<file path="src/rtl/multi_fetcher_pkg.sv">
// Shared definitions for the multi-channel value fetcher: channel FSM encodings,
// memory read latency and a small state helper.
package multi_fetcher_pkg;

    localparam logic [1:0] ST_IDLE  = 2'd0;
    localparam logic [1:0] ST_FETCH = 2'd1;
    localparam logic [1:0] ST_DRAIN = 2'd2;
    localparam logic [1:0] ST_DONE  = 2'd3;

    // Cycles from the registered read strobe to valid read data.
    localparam int MEM_LAT = 1;

    function automatic logic is_active(input logic [1:0] st);
        return (st == ST_FETCH) || (st == ST_DRAIN);
    endfunction

endpackage

</file>
<file path="src/rtl/multi_fetcher_fetch_fifo.sv">
// Per-channel first-word-fall-through FIFO with occupancy output.
// Latency: push visible at the head the cycle after the push edge; pop while empty is ignored.
// Backpressure: none internally; the fetcher's credit check keeps pushes within capacity.
module fetch_fifo #(
    parameter int DW    = 8,
    parameter int DEPTH = 4
) (
    input  logic                     clk,
    input  logic                     rst,
    input  logic                     push,
    input  logic [DW-1:0]            push_dat,
    input  logic                     pop,
    output logic [DW-1:0]            head_dat,
    output logic                     empty,
    output logic [$clog2(DEPTH):0]   occ
);
    localparam int PW = $clog2(DEPTH);

    logic [DW-1:0] mem [DEPTH];
    logic [PW-1:0] wr_ptr;
    logic [PW-1:0] rd_ptr;
    logic [PW:0]   cnt;
    logic          do_push;
    logic          do_pop;

    assign do_pop  = pop && (cnt != '0);
    assign do_push = push && ((cnt != (PW+1)'(DEPTH)) || do_pop);

    always_ff @(posedge clk) begin
        if (rst) begin
            wr_ptr <= '0;
            rd_ptr <= '0;
            cnt    <= '0;
        end else begin
            if (do_push) wr_ptr <= wr_ptr + PW'(1);
            if (do_pop)  rd_ptr <= rd_ptr + PW'(1);
            case ({do_push, do_pop})
                2'b10:   cnt <= cnt + (PW+1)'(1);
                2'b01:   cnt <= cnt - (PW+1)'(1);
                default: cnt <= cnt;
            endcase
        end
    end

    always_ff @(posedge clk) begin
        if (do_push) mem[wr_ptr] <= push_dat;
    end

    assign empty    = (cnt == '0);
    assign occ      = cnt;
    assign head_dat = empty ? '0 : mem[rd_ptr];

endmodule

</file>
<file path="src/rtl/multi_fetcher.sv">
// N-channel value fetcher: streams per-channel address ranges from one shared memory into FWFT FIFOs.
// Latency: request 1 cycle after start, data lands in the channel FIFO 1+MEM_LAT cycles after the request.
// Backpressure: a channel requests only while FIFO occupancy plus reads in flight is below depth.
module multi_fetcher
    import multi_fetcher_pkg::*;
#(
    parameter int NCH        = 4,
    parameter int DW         = 8,
    parameter int AW         = 10,
    parameter int LW         = 10,
    parameter int FIFO_DEPTH = 4
) (
    input  logic              clk,
    input  logic              rst,
    input  logic              start,
    input  logic [NCH*AW-1:0] base_addr,
    input  logic [NCH*LW-1:0] len,
    output logic              busy,
    output logic [NCH-1:0]    done,
    output logic              mem_rd_en,
    output logic [AW-1:0]     mem_addr,
    input  logic [DW-1:0]     mem_rd_data,
    input  logic [NCH-1:0]    val_read,
    output logic [NCH*DW-1:0] val_out,
    output logic [NCH-1:0]    empty
);
    localparam int CW = (NCH > 1) ? $clog2(NCH) : 1;
    localparam int OW = $clog2(FIFO_DEPTH) + 1;

    logic [1:0]         st_q    [NCH];
    logic [AW-1:0]      addr_q  [NCH];
    logic [LW-1:0]      rem_q   [NCH];
    logic [OW-1:0]      occ     [NCH];
    logic [DW-1:0]      head    [NCH];

    logic [CW-1:0]      rr_ptr_q;
    logic [CW-1:0]      req_ch_q;
    logic [MEM_LAT-1:0] ret_vld_q;
    logic [CW-1:0]      ret_ch_q [MEM_LAT];

    logic [NCH-1:0]     elig;
    logic [NCH-1:0]     infl_zero;
    logic [NCH-1:0]     fifo_push;
    logic               gnt_vld;
    logic [CW-1:0]      gnt_ch;
    logic               start_ok;

    always_comb begin
        busy = 1'b0;
        for (int c = 0; c < NCH; c++) begin
            if (is_active(st_q[c])) busy = 1'b1;
        end
    end

    assign start_ok = start && !busy;

    // Credit: everything requested but not yet pushed counts against the FIFO.
    always_comb begin
        int n;
        n         = 0;
        elig      = '0;
        infl_zero = '0;
        for (int c = 0; c < NCH; c++) begin
            n = (mem_rd_en && (int'(req_ch_q) == c)) ? 1 : 0;
            for (int s = 0; s < MEM_LAT; s++) begin
                if (ret_vld_q[s] && (int'(ret_ch_q[s]) == c)) n = n + 1;
            end
            infl_zero[c] = (n == 0);
            elig[c]      = (st_q[c] == ST_FETCH) && (rem_q[c] != '0) &&
                           ((int'(occ[c]) + n) < FIFO_DEPTH);
        end
    end

    // Round-robin: search starts at the channel after the last grant.
    always_comb begin
        int idx;
        idx     = 0;
        gnt_vld = 1'b0;
        gnt_ch  = '0;
        for (int i = 0; i < NCH; i++) begin
            idx = int'(rr_ptr_q) + i;
            if (idx >= NCH) idx = idx - NCH;
            if (!gnt_vld && elig[idx]) begin
                gnt_vld = 1'b1;
                gnt_ch  = CW'(idx);
            end
        end
    end

    always_ff @(posedge clk) begin
        if (rst) begin
            rr_ptr_q  <= '0;
            req_ch_q  <= '0;
            mem_rd_en <= 1'b0;
            mem_addr  <= '0;
            ret_vld_q <= '0;
            for (int s = 0; s < MEM_LAT; s++) ret_ch_q[s] <= '0;
        end else begin
            mem_rd_en    <= gnt_vld;
            ret_vld_q[0] <= mem_rd_en;
            ret_ch_q[0]  <= req_ch_q;
            for (int s = 1; s < MEM_LAT; s++) begin
                ret_vld_q[s] <= ret_vld_q[s-1];
                ret_ch_q[s]  <= ret_ch_q[s-1];
            end
            if (gnt_vld) begin
                mem_addr <= addr_q[gnt_ch];
                req_ch_q <= gnt_ch;
                rr_ptr_q <= (gnt_ch == CW'(NCH-1)) ? '0 : gnt_ch + CW'(1);
            end
        end
    end

    always_ff @(posedge clk) begin
        if (rst) begin
            for (int c = 0; c < NCH; c++) begin
                st_q[c]   <= ST_IDLE;
                addr_q[c] <= '0;
                rem_q[c]  <= '0;
            end
        end else begin
            for (int c = 0; c < NCH; c++) begin
                case (st_q[c])
                    ST_IDLE, ST_DONE: begin
                        if (start_ok) begin
                            addr_q[c] <= base_addr[c*AW +: AW];
                            rem_q[c]  <= len[c*LW +: LW];
                            st_q[c]   <= (len[c*LW +: LW] == '0) ? ST_DONE : ST_FETCH;
                        end
                    end
                    ST_FETCH: begin
                        if (gnt_vld && (int'(gnt_ch) == c)) begin
                            addr_q[c] <= addr_q[c] + AW'(1);
                            rem_q[c]  <= rem_q[c] - LW'(1);
                            if (rem_q[c] == LW'(1)) st_q[c] <= ST_DRAIN;
                        end
                    end
                    ST_DRAIN: begin
                        if (empty[c] && infl_zero[c]) st_q[c] <= ST_DONE;
                    end
                    default: st_q[c] <= ST_IDLE;
                endcase
            end
        end
    end

    for (genvar c = 0; c < NCH; c++) begin : g_ch
        assign fifo_push[c] = ret_vld_q[MEM_LAT-1] && (ret_ch_q[MEM_LAT-1] == CW'(c));

        fetch_fifo #(
            .DW    (DW),
            .DEPTH (FIFO_DEPTH)
        ) u_fifo (
            .clk      (clk),
            .rst      (rst),
            .push     (fifo_push[c]),
            .push_dat (mem_rd_data),
            .pop      (val_read[c]),
            .head_dat (head[c]),
            .empty    (empty[c]),
            .occ      (occ[c])
        );

        assign val_out[c*DW +: DW] = head[c];
        assign done[c]             = (st_q[c] == ST_DONE);
    end

endmodule

</file>
<file path="config.mk">
export PLATFORM = sky130hd
export DESIGN_NAME = multi_fetcher
export DESIGN_NICKNAME = d
export VERILOG_FILES = /design/src/rtl/multi_fetcher_pkg.sv /design/src/rtl/multi_fetcher_fetch_fifo.sv /design/src/rtl/multi_fetcher.sv
export SDC_FILE = /design/constraint.sdc
export NUM_CORES = 1
export LEC_CHECK = 0
export ABC_CLOCK_PERIOD_IN_PS = 11610
export CAP_MARGIN = 20
export CELL_PAD_IN_SITES_DETAIL_PLACEMENT = 1
export CELL_PAD_IN_SITES_GLOBAL_PLACEMENT = 2
export CORE_MARGIN = 2
export CORE_UTILIZATION = 42
export DETAILED_ROUTE_END_ITERATION = 8
export PLACE_DENSITY_LB_ADDON = 0.1
export SYNTH_ARGS = -nofsm -noshare
export SYNTH_HDL_FRONTEND = slang
export SYNTH_HIERARCHICAL = 1
export SYNTH_SLANG_ARGS = --single-unit
</file>
<file path="constraint.sdc">
create_clock -name clk -period 11.61 [get_ports clk]
set_input_delay 2.322 -clock clk [delete_from_list [all_inputs] [get_ports clk]]
set_output_delay 2.322 -clock clk [all_outputs]
set_load 0.02 [all_outputs]
</file>
# After elaboration in Yosys (flattened, before gate mapping)
# Memories as Yosys holds them, arrays and structs flattened. A register that Yosys moved wholly into a read port is not among the register bits.
# Index checks and enable logic that the tools add are counted.
[totals]
input_bits = 95
output_inout_bits = 52
ff_bits = 34
n_memories = 8
wordCells = 397
ramBits = 218
[mem_list]
columns = ["memory", "words", "word_bits", "read_ports", "rd_clocked_by_memory_dff", "wr", "line_no", "text"]
rows = [
  ["addr_q", 4, 10, 5, 1, 4, "multi_fetcher.sv:31", "logic [AW-1:0] addr_q [NCH];"],
  ["rem_q", 4, 10, 4, 0, 4, "multi_fetcher.sv:32", "logic [LW-1:0] rem_q [NCH];"],
  ["g_ch[0].u_fifo.mem", 4, 8, 1, 1, 1, "multi_fetcher_fetch_fifo.sv:19", "logic [DW-1:0] mem [DEPTH];"],
  ["g_ch[1].u_fifo.mem", 4, 8, 1, 1, 1, "multi_fetcher_fetch_fifo.sv:19", ""],
  ["g_ch[2].u_fifo.mem", 4, 8, 1, 1, 1, "multi_fetcher_fetch_fifo.sv:19", ""],
  ["g_ch[3].u_fifo.mem", 4, 8, 1, 1, 1, "multi_fetcher_fetch_fifo.sv:19", ""],
  ["2 more memories", "-", "-", "-", "-", "-", "-", ""],
]
[op_classes]
n_lt_le_gt_ge = 12
bitwise = 28
mux = 163
reduce_logical = 89
n_eq_ne = 41
n_addsub = 40
[op_table]
columns = ["operator", "count"]
rows = [
  ["32-bit by 4-bit less-than comparator with 1-bit output, second input constant", 8],
  ["10-bit two-way mux", 16],
  ["4-bit by 32-bit adder with 32-bit output", 4],
  ["32-bit zero test", 4],
  ["32-bit two-way mux", 4],
  ["1-bit two-way mux", 97],
  ["2-bit two-way mux", 34],
  ["2-bit == test, second input constant", 21],
  ["10-bit by 1-bit adder with 10-bit output, second input constant", 4],
  ["10-bit by 1-bit == test with 1-bit output, second input constant", 4],
  ["1-bit logical AND", 40],
  ["10-bit zero test", 4],
  ["10-bit nonzero test", 4],
  ["10-bit by 1-bit subtractor with 10-bit output, second input constant", 4],
  ["8-bit two-way mux", 4],
  ["1-bit OR", 28],
  ["2-bit by 1-bit == test with 1-bit output, second input constant", 12],
  ["3-bit case mux with 2 select lines", 4],
  ["2-bit by 1-bit adder with 2-bit output, second input constant", 9],
  ["2-bit zero test", 8],
  ["3-bit by 1-bit adder with 3-bit output, second input constant", 4],
  ["3-bit zero test", 4],
  ["3-bit inequality test, second input constant", 4],
  ["3-bit nonzero test", 4],
  ["other kinds (13)", 44],
]

# Depth between registers and ports, before layout
# Gate-level depths: netlist (run 1).
[logic_depth]
depth_word = 29
ltp_mapped = 20
ltp_nobuf = 16

# Modules after synthesis
# The synthesis (run 1) kept the hierarchy.
[by_module_without_submodules]
columns = ["mod", "area_each_um2", "cells_each", "instances"]
rows = [
  ["fetch_fifo", 1773.0, 117, 4],
  ["multi_fetcher", 6742.7, 684, 1],
]

# Worst setup path before layout (run 1)
# Ideal clock, no wire load.
[synth_timing]
path_type = "register -> register"
startpoint = "register ret_vld_q"
endpoint = "memory addr_q[0][0] (enable)"
setup_slack_ps = 7427
n_path_buf = 4
period_less_slack_ps = 4183
arrival_ps = 3806
path_stages_with_launch = 19
setup_time_ps = 377
cell_sequence = "dfxtp_1 or3b_2 inv_1 ha_1 ha_1 nand3_1 and3_1 nand3b_1 a32oi_1 nor2_1 buf_2 buf_4 inv_1 ha_1 nand2_1 or3_1 buf_4 buf_4 nand2_1"
[synth_lines]
columns = ["item", "line_no", "text"]
rows = [
  ["start, declared", "multi_fetcher.sv:38", "logic [MEM_LAT-1:0] ret_vld_q;"],
  ["start signal, assigned by index", "multi_fetcher.sv:103", "ret_vld_q[s] <= ret_vld_q[s-1];"],
  ["end, declared", "multi_fetcher.sv:31", ""],
]

# Worst setup path in the final report (run 1)
[layout_timing]
startpoint = "register g_ch[1].u_fifo.cnt[1]"
endpoint = "output port empty[1]"
[layout_between]
elab_chain_len = 1
[layout_rtl]
columns = ["item", "line_no", "text"]
rows = [
  ["start, declared", "multi_fetcher_fetch_fifo.sv:22", "logic [PW:0] cnt;"],
  ["start signal, assigned", "multi_fetcher_fetch_fifo.sv:38", "2'b10: cnt <= cnt + (PW+1)'(1);"],
  ["start signal, assigned", "multi_fetcher_fetch_fifo.sv:39", "2'b01: cnt <= cnt - (PW+1)'(1);"],
  ["start signal, assigned", "multi_fetcher_fetch_fifo.sv:40", "default: cnt <= cnt;"],
  ["3-bit zero test", "multi_fetcher_fetch_fifo.sv:49", "assign empty = (cnt == '0);"],
  ["end, declared", "multi_fetcher.sv:25", "output logic [NCH-1:0] empty"],
]
# Every way passes these cells.

==> results of run 1 <==
## final cells by class
type,count,share of cell area
sequential,270,0.4566
multi-input combinational,763,0.3453
timing repair buffer,154,0.09271
clock inverter,16,0.01087
inverter,53,0.01231
clock buffer,40,0.04884
tap,442,0.03337
## routing by layer
| layer | wire [um] | GRT usage | up-vias |
|---|---|---|---|
| met5 | 0 | 0 | - |
| met1 | 14730 | 0.2479 | 4601 |
| met4 | 434 | 0.03556 | 0 |
| met2 | 17310 | 0.3593 | 160 |
| met3 | 1017 | 0.02446 | 31 |
| li1 | - | - | 4536 |
## logic make-up after synthesis
group / after synthesis / synth area share
AND/OR/NAND/NOR: 396 / 0.1589
adder cells (fa/ha/maj): 60 / 0.05643
flip-flops: 270 / 0.5470
buffers and inverters: 119 / 0.04061
XOR/XNOR: 76 / 0.04811
multiplexers: 47 / 0.06295
AO/OA/AOI/OAI: 184 / 0.08601
## metrics by stage
| stage | utilization | power, uW | hold WS [ps] | setup WS [ps] |
|---|---|---|---|---|
| finish | 0.5107 | 2597 | 518.2 | 6686 |
| detailed placement | 0.4793 | 1662 | 511.1 | 6226 |
| floorplan | - | 1486 | 465.5 | 7427 |
| CTS | 0.5098 | 2629 | 517.2 | 6217 |
| global placement | 0.4793 | 1655 | 501.2 | 6329 |
| global route | 0.5107 | 2714 | 539.3 | 6393 |
## power by group through the flow
stage | Sequential (uW) | Clock [uW] | Combinational [uW]
2_1_floorplan | 1210 | 0 | 279
3_3_place_gp | 1220 | 0 | 433
3_5_place_dp | 1220 | 0 | 438
4_1_cts | 1200 | 982 | 443
5_1_grt | 1210 | 1010 | 485
6_report | 1200 | 955 | 438
## how the worst max path moves through the flow
| stage | cells after the start | end | startpoint | slack (ps) |
|---|---|---|---|---|
| final | 2 | empty[1] | g_ch[1].u_fifo/occ[1]$_SDFFE_PP0P_ | 6690 |
| after global routing | 16 | addr_q[0][9]$_SDFFCE_PN0P_ | ret_vld_q$_SDFF_PP0_ | 6390 |
| after CTS | 14 | addr_q[3][1]$_DFFE_PP_ | ret_vld_q$_SDFF_PP0_ | 6220 |
| after detailed placement | 14 | addr_q[3][5]$_DFFE_PP_ | ret_vld_q$_SDFF_PP0_ | 6230 |
| after global placement | 14 | addr_q[3][5]$_DFFE_PP_ | ret_vld_q$_SDFF_PP0_ | 6330 |
| after floorplan | 18 | addr_q[0][0]$_SDFFCE_PN0P_ | ret_vld_q$_SDFF_PP0_ | 7430 |
## critical path: cells and delay by family (launching register included)
kind / cells / cell delay (ps)
buf+inv: 1 / 760
simple gates: 1 / 850
flops: 1 / 430
## state kept, by name, indices dropped and copies added (netlist names), named ones only
signal and count:
g_ch.u_fifo/occ 12, rr_ptr_q 2, rem_q 40, mem_addr 10, g_ch.u_fifo/rd_ptr 8, g_ch.u_fifo/mem 128, ret_ch_q 2, ret_vld_q 1
mem_rd_en 1, g_ch.u_fifo/wr_ptr 8, addr_q 40, st_q 8, req_ch_q 2
## synthesized netlist by cell type (11+ instances only)
master,instances
xor2_1,35
o21ai_0,56
dfxtp_1,54
mux2i_1,15
ha_1,56
edfxtp_1,216
nand3_1,127
o21ai_1,28
mux4_2,32
a21oi_1,26
nor3b_1,11
nor2_1,57
nor4_1,15
buf_2,22
xnor2_1,41
inv_1,52
clkbuf_1,23
nor2b_1,41
and3_1,23
buf_4,11
nand2_1,44
==> impl_results.md, run 1 <==
* R2R setup slack at slightly below 7000 ps
* Port bufs at roughly 150
* TritonCTS clock tree: built
* Internal at 1896 uW
* RR Startpoint: ret_vld_q$_SDFF_PP0_
* Pwr Density at ~160 mW/mm2
* Vias in the first global route at 9669
* Initial core utilization at 0.4263
* First-pass GRT wire length at between 50000 and 60000 um
* CTS clk-pin slew, worst paths at about 60 ps
* Hold Path Origin: mem_rd_en$_SDFF_PP0_
* DRC Markers at 0
* Post-synth ARST share at 0
* Placer Congestion at about 0.76
* Post-DP HPWL at 23650 um
* Status: finished clean
* Ys Warns at 6
* Final hold vios at 0
* Library cells used by synthesis at 61
* Die ar. at ~0.034 mm2
* Layout cells sized above 1 at 0.09182
* Crit path DAT at 2600 ps
* Fin. max-slew vios at 0
* Storage cell area at between 0.007 and 0.008 mm2
* Hold path cells at 1
* Synth area leader: edfxtp_1
* Via density at 5.367
* Worst skew pair latency at ~560 ps
* Worst Hold Class: reg2reg
* Layout area overhead at 19.80%
* IO Pins at 147
* Final wirelength at 33500 um
* Worst-path cell chain: nor3_2 > clkdlybuf4s50_1
* Antenna-violating nets left at 0
* Ys flop type: edfxtp_1
* Row cnt at between 60 and 70
* CP max stage delay at between 800 and 900 ps
* Total track usage at 0.1954
* Drt initial violations at 479
* Dpl cell area at 0.01556 mm2
* Least-Margin Pin Slew at between 1000 and 1500 ps
* Critical path startpoint category: flop
* Routed len/inst at just under 20 um
* Root Buffer: clkbuf_16
* Post-CTS setup buffer count at 0
* Slew headroom at 0.3324
* Area contributors post-synth: edfxtp_1 47%, dfxtp_1 7.8%, mux4_2 5.2%
* Most frequent cells in the layout: 216 x edfxtp_1, 145 x clkdlybuf4s50_1, 127 x nand3_1
* Combinational Power Share at 0.169
* Final setup viols at 0
* NetSw at around 700 uW
* CP endpoint kind: primary output
* Slowest-stage cell, CP: nor3_2
* Gate count of the mapped netlist at 1152
* Post-CTS Hold Buffers at 0
* Design area at ~0.017 mm2
* WS Path Type: reg2out
* Leading cell type in the layout, fill and taps excluded: edfxtp_1
* Num CTS Buffers at 31
* First-pass DRT Iterations at 4
* Fmax at between 200 and 250 MHz
* Die Width at about 190 um
* Syn_nets at approximately 1300
* CTS H-tree lvls at 1
* FF-to-FF path depth at 16
* Min cycle time layout at 4924 ps
* Setup TNS at 0 ps
* Clock network power share at 0.368
* Vias at 9328
* Synthesized flop and latch total at 270
* Combined area of the multi-input logic cells at between 0.005 and 0.006 mm2
* Fill count at 3375
* VDD IR max at about 140 uV
* Yosys top cell area share at 0.4688
* RR Endpoint: addr_q[0][9]$_SDFFCE_PN0P_
* Hold EP: ret_vld_q$_SDFF_PP0_
* N_diodes at 0
* Register share of total power at 0.464
* Area of the core at about 0.032 mm2
* RSZ-0062 raised after global routing: false
* Max Clock Skew at around 12 ps
* Final period utilization at 0.4241
* Inst Count DP at roughly 1700
* Largest net degree at the start of global routing at 66
* Register area share after synthesis at 0.5470
* Avg Inst Size Synth at 12.01 um2
* # resized after CTS at 0
* Sw frac at 0.2698
* Fin cells at 1738
* Crit-path max FO at 11
* GRT overflow at 0
* Maxcap violations at 0
* Maximum root-to-sink buffer count at 3
* Initial antenna violation count at 0
* Die Y at 185.5 um
* Syn Std Cell Area at 0.01383 mm2
* EDFF count, synth at 216
* Req. time, crit path at 9290 ps
* Static Leak at between 0.005 and 0.006 uW
* Final #Nets at approximately 1400
* Clock Sinks at 270
Note: power is estimated with default switching activity, not from simulation.
==> run 2: changes to the inputs <==
--- a/config.mk
+++ b/config.mk
@@ -5,12 +5,12 @@
 export SDC_FILE = /design/constraint.sdc
 export NUM_CORES = 1
 export LEC_CHECK = 0
-export ABC_CLOCK_PERIOD_IN_PS = 11610
+export ABC_CLOCK_PERIOD_IN_PS = 4070
 export CAP_MARGIN = 20
 export CELL_PAD_IN_SITES_DETAIL_PLACEMENT = 1
 export CELL_PAD_IN_SITES_GLOBAL_PLACEMENT = 2
 export CORE_MARGIN = 2
-export CORE_UTILIZATION = 42
+export CORE_UTILIZATION = 35
 export DETAILED_ROUTE_END_ITERATION = 8
 export PLACE_DENSITY_LB_ADDON = 0.1
 export SYNTH_ARGS = -nofsm -noshare
==> constraint.sdc (replaced) <==
create_clock -name clk -period 4.07 [get_ports clk]
set_input_delay 0.814 -clock clk [delete_from_list [all_inputs] [get_ports clk]]
set_output_delay 0.814 -clock clk [all_outputs]
set_load 0.02 [all_outputs]
==> run 2 against run 1 <==
Effect of this change:
- count of clock-buffer cells in the layout shrank 3
- global-route usage fell by 2.4 points
- die area rose by 20%
- final area is 1.3% higher
- first-iteration DRC count shrank 14%
- non-clock buffer count rose by 22
- combinational power rose to 3.0 times the previous value
- final cell count grew 5.6%
- largest cell class unchanged
- flip-flop and latch count is the same
- critical path type is now reg2reg
==> impl_results.md, run 2 (synthesized netlist as in run 1, its figures left out) <==
* Total track usage at 0.1711 (-0.02428)
* Finished Core Util at 0.4326 (-0.07813)
* Fmax at 269.2 MHz
* WS Path Type: reg2reg
* Die ar. at 0.04113 mm2 (+20%)
* Setup WS pre-CTS at 341.6 ps (-5885 ps)
* Final setup viols at 0 (unchanged)
* Layout cells sized above 1 at 0.1078 (+0.01600)
* Hold EP: req_ch_q[1]$_SDFFE_PP0N_
* Die Width at 202.8 um (+9.3%)
* First-pass DRT Iterations at 5 (+1)
* Design area at 0.01679 mm2 (+1.3%)
* Port bufs at 146 (unchanged)
* Layout area overhead at 21.40%
* Post-DP HPWL at 25140 um (+6.3%)
* R2R setup slack at 360 ps (-6440 ps)
* Initial antenna violation count at 0 (unchanged)
* GRT overflow at 0 (unchanged)
* RR Startpoint: ret_vld_q$_SDFF_PP0_
* Largest register FFs at 128 (unchanged)
* Vias at 9390 (+0.66%)
* Maxcap violations at 0 (unchanged)
* Routed len/inst at 18.99 um (-1.5%)
* Num CTS Buffers at 31 (unchanged)
* Area of the core at 0.03883 mm2 (+20%)
* Static Leak at 0.005643 uW (+1.6%)
* Met2 WL post-DR at 17850 um (+3.1%)
* Largest net degree at the start of global routing at 38 (-42%)
* Most flops, register: g_ch.u_fifo/mem
* Row cnt at 72 (+9.1%)
* Top layer in use: met4
* Final worst setup slack at 355.5 ps (-6331 ps)
* Worst path top cell family by delay: simple AND/OR/NAND/NOR gates
* # resized after CTS at 0 (unchanged)
* Crit path DAT at 4050 ps (+1450 ps)
* CP most frequent cell: ha_1
* CP max stage delay at 480 ps (-370 ps)
* CTS clk-pin slew, worst paths at 60 ps (about the same)
* Slowest-stage cell, CP: or3b_2
* Crit-path max FO at 4 (-7)
* Slew headroom at 0.3805 (+0.04806)
* CP endpoint kind: flop
* Pwr Density at 435.9 mW/mm2 (+180%)
* Setup TNS at 0 ps (unchanged)
* Worst-path cell chain: or3b_2 > inv_1 > ha_1 > ha_1 > nand3_1 > and3_1 > nand3b_1 > a32oi_1 > nor2_2 > inv_1 > ha_1 > nand2_1 > nor3_1 > nand4_1 > a21bo_2
* Dpl cell area at 0.01587 mm2 (+2.0%)
* Post-CTS setup buffer count at 0 (unchanged)
* Clock Sinks at 270 (unchanged)
* Placer Congestion at 0.7246 (-4.3%)
* Post-CTS Hold Buffers at 0 (unchanged)
* Worst skew pair latency at 570 ps (about the same)
* Fill count at 4126 (+22%)
* VDD IR max at 343.0 uV (+150%)
* Status: finished clean
* FF-to-FF path depth at 15 (-1)
* Critical path startpoint category: flop
* Req. time, crit path at 4400 ps (-4890 ps)
* Die Y at 202.8 um (+9.3%)
* Final #Nets at 1450 (+1.5%)
* Root Buffer: clkbuf_16
* Min cycle time layout at roughly 3700 ps
* RSZ-0062 raised after global routing: false
* Least-Margin Pin Slew at 924.3 ps (-77.12 ps)
* Maximum root-to-sink buffer count at 3 (unchanged)
* Met1 WL at 15410 um (+4.6%)
* Initial core utilization at 0.3563 (-0.06998)
* Via density at 5.117 (-4.7%)
* CTS H-tree lvls at 1 (unchanged)
* Worst Hold Class: reg2reg
* DRC Markers at 0 (unchanged)
* IO Pins at 147 (unchanged)
* Antenna-violating nets left at 0 (unchanged)
* Drt initial violations at 414 (-14%)
* First-pass GRT wire length at 55730 um (+5.9%)
* Hold Path Origin: req_ch_q[1]$_SDFFE_PP0N_
* Routed wl met3 at 1063 um (+4.5%)
* Hold path cells at 2 (+1)
* Max Clock Skew at 14.15 ps (+2.278 ps)
* CP Buf/Inv Count at 2 (+1)
* N_diodes at 0 (unchanged)
* Final period utilization at 0.9127
* TritonCTS clock tree: built
* RR Endpoint: st_q[0][0]$_SDFFCE_PN0P_
* Leading cell type in the layout, fill and taps excluded: edfxtp_1
* Final wirelength at 34850 um (+4.0%)
* Most frequent cells in the layout: 216 x edfxtp_1, 145 x clkdlybuf4s50_1, 127 x nand3_1
* Pwr Total at 7320 uW (+180%)
* Final hold vios at 0 (unchanged)
* Largest regs: g_ch.u_fifo/mem (128), addr_q (40), rem_q (40)
* Fin. max-slew vios at 0 (unchanged)
* Vias in the first global route at 9885 (+2.2%)
-- run 2: cell types whose count changed in the layout (fill, tap and decap cells not counted), sizes merged --
cell / before / now
clkinv: 11 / 17
buf: 9 / 31
clkbuf: 40 / 37
clkinvlp: 1 / 0
bufinv: 4 / 1
-- run 2: area by class of cell --
type | instances | area (um2) | area share
inverters | 53 | 203.9 | 0.01214
clock inverters | 18 | 125.1 | 0.007450
clock buffers | 37 | 798.3 | 0.04753
multi-input cells | 763 | 5733 | 0.3414
flip-flops and latches | 270 | 7567 | 0.4506
repair buffers | 176 | 1719 | 0.1024
well taps | 518 | 648.1 | 0.03859
-- run 2: routing by layer --
| metal | global-route usage | vias up |
|---|---|---|
| met4 | 0.03311 | 0 |
| met3 | 0.02183 | 34 |
| met2 | 0.3094 | 135 |
| met5 | 0 | - |
| li1 | - | 4585 |
| met1 | 0.2201 | 4636 |
-- run 2: worst reg2reg max path, delay by kind of cell (launching register included) --
kind            cells  cell delay (ps)
compound gates      2              600
flops               1              360
fa+ha+maj           3              550
buf+inv             2              190
simple gates        8             1780
-- run 2: worst max-delay path by stage --
stage	start	end	slack (ps)	depth (start not counted)
CTS	mem_rd_en$_SDFF_PP0_	st_q[0][0]$_SDFFCE_PN0P_	310	14
detailed placement	mem_rd_en$_SDFF_PP0_	st_q[0][0]$_SDFFCE_PN0P_	340	14
finish	ret_vld_q$_SDFF_PP0_	st_q[0][0]$_SDFFCE_PN0P_	360	15
floorplan	ret_vld_q$_SDFF_PP0_	addr_q[0][0]$_SDFFCE_PN0P_	90	18
global placement	mem_rd_en$_SDFF_PP0_	rem_q[2][5]$_SDFFCE_PN0P_	410	13
global route	mem_rd_en$_SDFF_PP0_	st_q[0][0]$_SDFFCE_PN0P_	20	14
-- run 2: per-stage QoR --
stage | hold WS [ps] | cells
2_1_floorplan | 465.5 | 1152
3_3_place_gp | 507.2 | 1780
3_5_place_dp | 515.9 | 1780
4_1_cts | 525.5 | 1835
5_1_grt | 553.2 | 1835
6_report | 524.8 | 1835
-- run 2: where the power goes --
part,switching (uW),internal (uW)
Clock,1110,1450
Combinational,722,596
Sequential,223,3210
Total,2060,5260
==> run 3: changes to the inputs <==
--- a/config.mk
+++ b/config.mk
@@ -10,8 +10,9 @@
 export CELL_PAD_IN_SITES_DETAIL_PLACEMENT = 1
 export CELL_PAD_IN_SITES_GLOBAL_PLACEMENT = 2
 export CORE_MARGIN = 2
-export CORE_UTILIZATION = 35
+export CORE_UTILIZATION = 39
 export DETAILED_ROUTE_END_ITERATION = 8
+export DONT_BUFFER_PORTS = 1
 export PLACE_DENSITY_LB_ADDON = 0.1
 export SYNTH_ARGS = -nofsm -noshare
 export SYNTH_HDL_FRONTEND = slang
==> run 3 against run 2 <==
Effect of this change:
- clock skew increased by 3.7 ps
- critical endpoint is now addr_q[0][9]$_SDFFCE_PN0P_
- global-route usage grew 1.8 points
- first-iteration DRC count is 15% lower
- largest cell class unchanged
- utilization is 1.2 points higher
- count of clock-buffer cells in the layout down 4
- clock power up 14%
- combinational power decreased by 22%
- critical path depth is 1 lower
- fmax fell by 0.27%
- final cell count down 11%
- flip-flop and latch count did not move
==> impl_results.md, run 3 (synthesized netlist as in run 1, its figures left out) <==
* Status: finished clean
* First-pass GRT wire length at 54100 um (-2.9%)
* Initial antenna violation count at 0 (unchanged)
* Critical path startpoint category: flop
* Design area at 0.01543 mm2 (-8.2%)
* Least-Margin Pin Slew at 956.3 ps (+32.04 ps)
* Routed len/inst at 21.08 um (+11%)
* Dpl cell area at 0.01434 mm2 (-9.6%)
* CP Buf/Inv Count at 2 (unchanged)
* Static Leak at 0.005180 uW (-8.2%)
* RSZ-0062 raised after global routing: false
* N_diodes at 0 (unchanged)
* Post-DP HPWL at 24930 um (-0.84%)
* Die ar. at 0.03700 mm2 (-10%)
* Final worst setup slack at 345.4 ps (-10.03 ps)
* Worst Hold Class: in2reg
* Req. time, crit path at 4250 ps (-150 ps)
* WHS at 362.0 ps (-162.8 ps)
* Num CTS Buffers at 31 (unchanged)
* Largest net degree at the start of global routing at 65 (+71%)
* First-pass DRT Iterations at 4 (-1)
* Slowest-stage cell, CP: or3b_2
* Final #Nets at 1310 (-9.7%)
* TritonCTS clock tree: built
* Layout cells sized above 1 at 0.1383 (+0.03043)
* Total track usage at 0.1895 (+0.01844)
* Via density at 5.446 (+6.4%)
* Area of the core at 0.03471 mm2 (-11%)
* Max Clock Skew at 17.85 ps (+3.709 ps)
* CP max stage delay at 490 ps (about the same)
* Largest regs: g_ch.u_fifo/mem (128), addr_q (40), rem_q (40)
* Antenna-violating nets left at 0 (unchanged)
* Post-CTS setup buffer count at 0 (unchanged)
* Crit path DAT at 3910 ps (-140 ps)
* # resized after CTS at 0 (unchanged)
* Crit-path max FO at 20 (+16)
* Maximum root-to-sink buffer count at 3 (unchanged)
* Setup WS pre-CTS at 330.9 ps (-10.72 ps)
* Vias in the first global route at 9351 (-5.4%)
* Die Width at 192.3 um (-5.2%)
* Fill count at 3660 (-11%)
* Fin. max-slew vios at 0 (unchanged)
* Largest register FFs at 128 (unchanged)
* Maxcap violations at 0 (unchanged)
* Most flops, register: g_ch.u_fifo/mem
* Leading cell type in the layout, fill and taps excluded: edfxtp_1
* CTS clk-pin slew, worst paths at 70 ps (about the same)
* Die Y at 192.3 um (-5.2%)
* Fmax at 268.5 MHz (-0.27%)
* CP endpoint kind: flop
* VDD IR max at 283.5 uV (-17%)
* Placer Congestion at 0.7863 (+8.5%)
* Final setup viols at 0 (unchanged)
* Post-CTS Hold Buffers at 0 (unchanged)
* Layout area overhead at 11.50%
* DRC Markers at 0 (unchanged)
* Slew headroom at 0.3590 (-0.02147)
* Worst-path cell chain: or3b_2 > inv_1 > ha_1 > ha_1 > nand3_1 > and3_1 > nand3b_1 > a32oi_1 > nor2_2 > inv_1 > ha_1 > nand2_1 > or3_1 > nand2_2
* Clock Sinks at 270 (unchanged)
* Row cnt at 68 (-5.6%)
* Vias at 8899 (-5.2%)
* Min cycle time layout at 3725 ps (+10.03 ps)
* Pwr Density at 481.7 mW/mm2 (+11%)
* Port bufs at 0 (-100%)
* Final wirelength at 34440 um (-1.2%)
* Final hold vios at 0 (unchanged)
* CP most frequent cell: ha_1
* GRT overflow at 0 (unchanged)
* CTS H-tree lvls at 1 (unchanged)
* Drt initial violations at 350 (-15%)
* Setup TNS at 0 ps (unchanged)
* Worst path top cell family by delay: simple AND/OR/NAND/NOR gates
* Most frequent cells in the layout: 216 x edfxtp_1, 127 x nand3_1, 56 x o21ai_0, 56 x ha_1, 55 x nor2_1
* Root Buffer: clkbuf_16
* IO Pins at 147 (unchanged)
* Worst skew pair latency at 550 ps (-20 ps)
* Initial core utilization at 0.3985 (+0.04223)
* WS Path Type: reg2reg
* Final period utilization at 0.9151 (+0.002465)
run 3: cell types whose count changed in the layout (fill, tap and decap cells not counted):
cell,before,now
clkdlybuf4s50_1,145,0
buf_4,27,36
clkinv_1,10,2
clkbuf_1,6,0
clkinv_4,3,8
bufinv_16,1,5
clkinvlp_4,0,4
buf_12,3,0
clkbuf_8,0,2
clkinv_2,4,6
buf_2,1,0
inv_16,1,0
run 3: final timing paths:
| check | from | end | slack [ps] | cells past startpoint |
|---|---|---|---|---|
| max reg2reg | ret_vld_q$_SDFF_PP0_ | addr_q[0][9]$_SDFFCE_PN0P_ | 350 | 14 |
| max | ret_vld_q$_SDFF_PP0_ | addr_q[0][9]$_SDFFCE_PN0P_ | 350 | 14 |
| min | mem_rd_data[1] | g_ch[3].u_fifo/mem[1][1]$_DFFE_PP_ | 360 | 0 |
| min reg2reg | g_ch[3].u_fifo/wr_ptr[0]$_SDFFE_PP0P_ | g_ch[3].u_fifo/wr_ptr[0]$_SDFFE_PP0P_ | 510 | 2 |
run 3: layout make-up:
class	count	area (um2)	share of cell area
repair buffers	36	270.3	0.01752
well taps	455	569.3	0.03690
multi-input cells	763	5733	0.3716
clock inverters	24	279.0	0.01809
flip-flops and latches	270	7567	0.4906
clock buffers	33	803.3	0.05207
inverters	53	203.9	0.01322
run 3: metrics by stage:
step,util,instances,total power [uW]
2_1_floorplan,-,1152,4240
3_3_place_gp,0.4132,1577,4564
3_5_place_dp,0.4132,1577,4576
4_1_cts,0.4444,1634,7534
5_1_grt,0.4444,1634,7763
6_report,0.4444,1634,7430
run 3: per-layer routing:
metal  GRT usage  vias up  routed length (um)  share of wire
li1            -     4291                   -              -
met1      0.2312     4411               14460           0.42
met2      0.3408      164               17440           0.51
met3     0.04437       33                1993          0.058
met4     0.03964        0                 557          0.016
met5           0        -                   0              0
run 3: power breakdown:
group          internal (uW)  total [uW]  switching [uW]
clock                   1750        2930            1170
sequential              3210        3480             264
combinational            427        1030             599
total                   5390        7430            2040
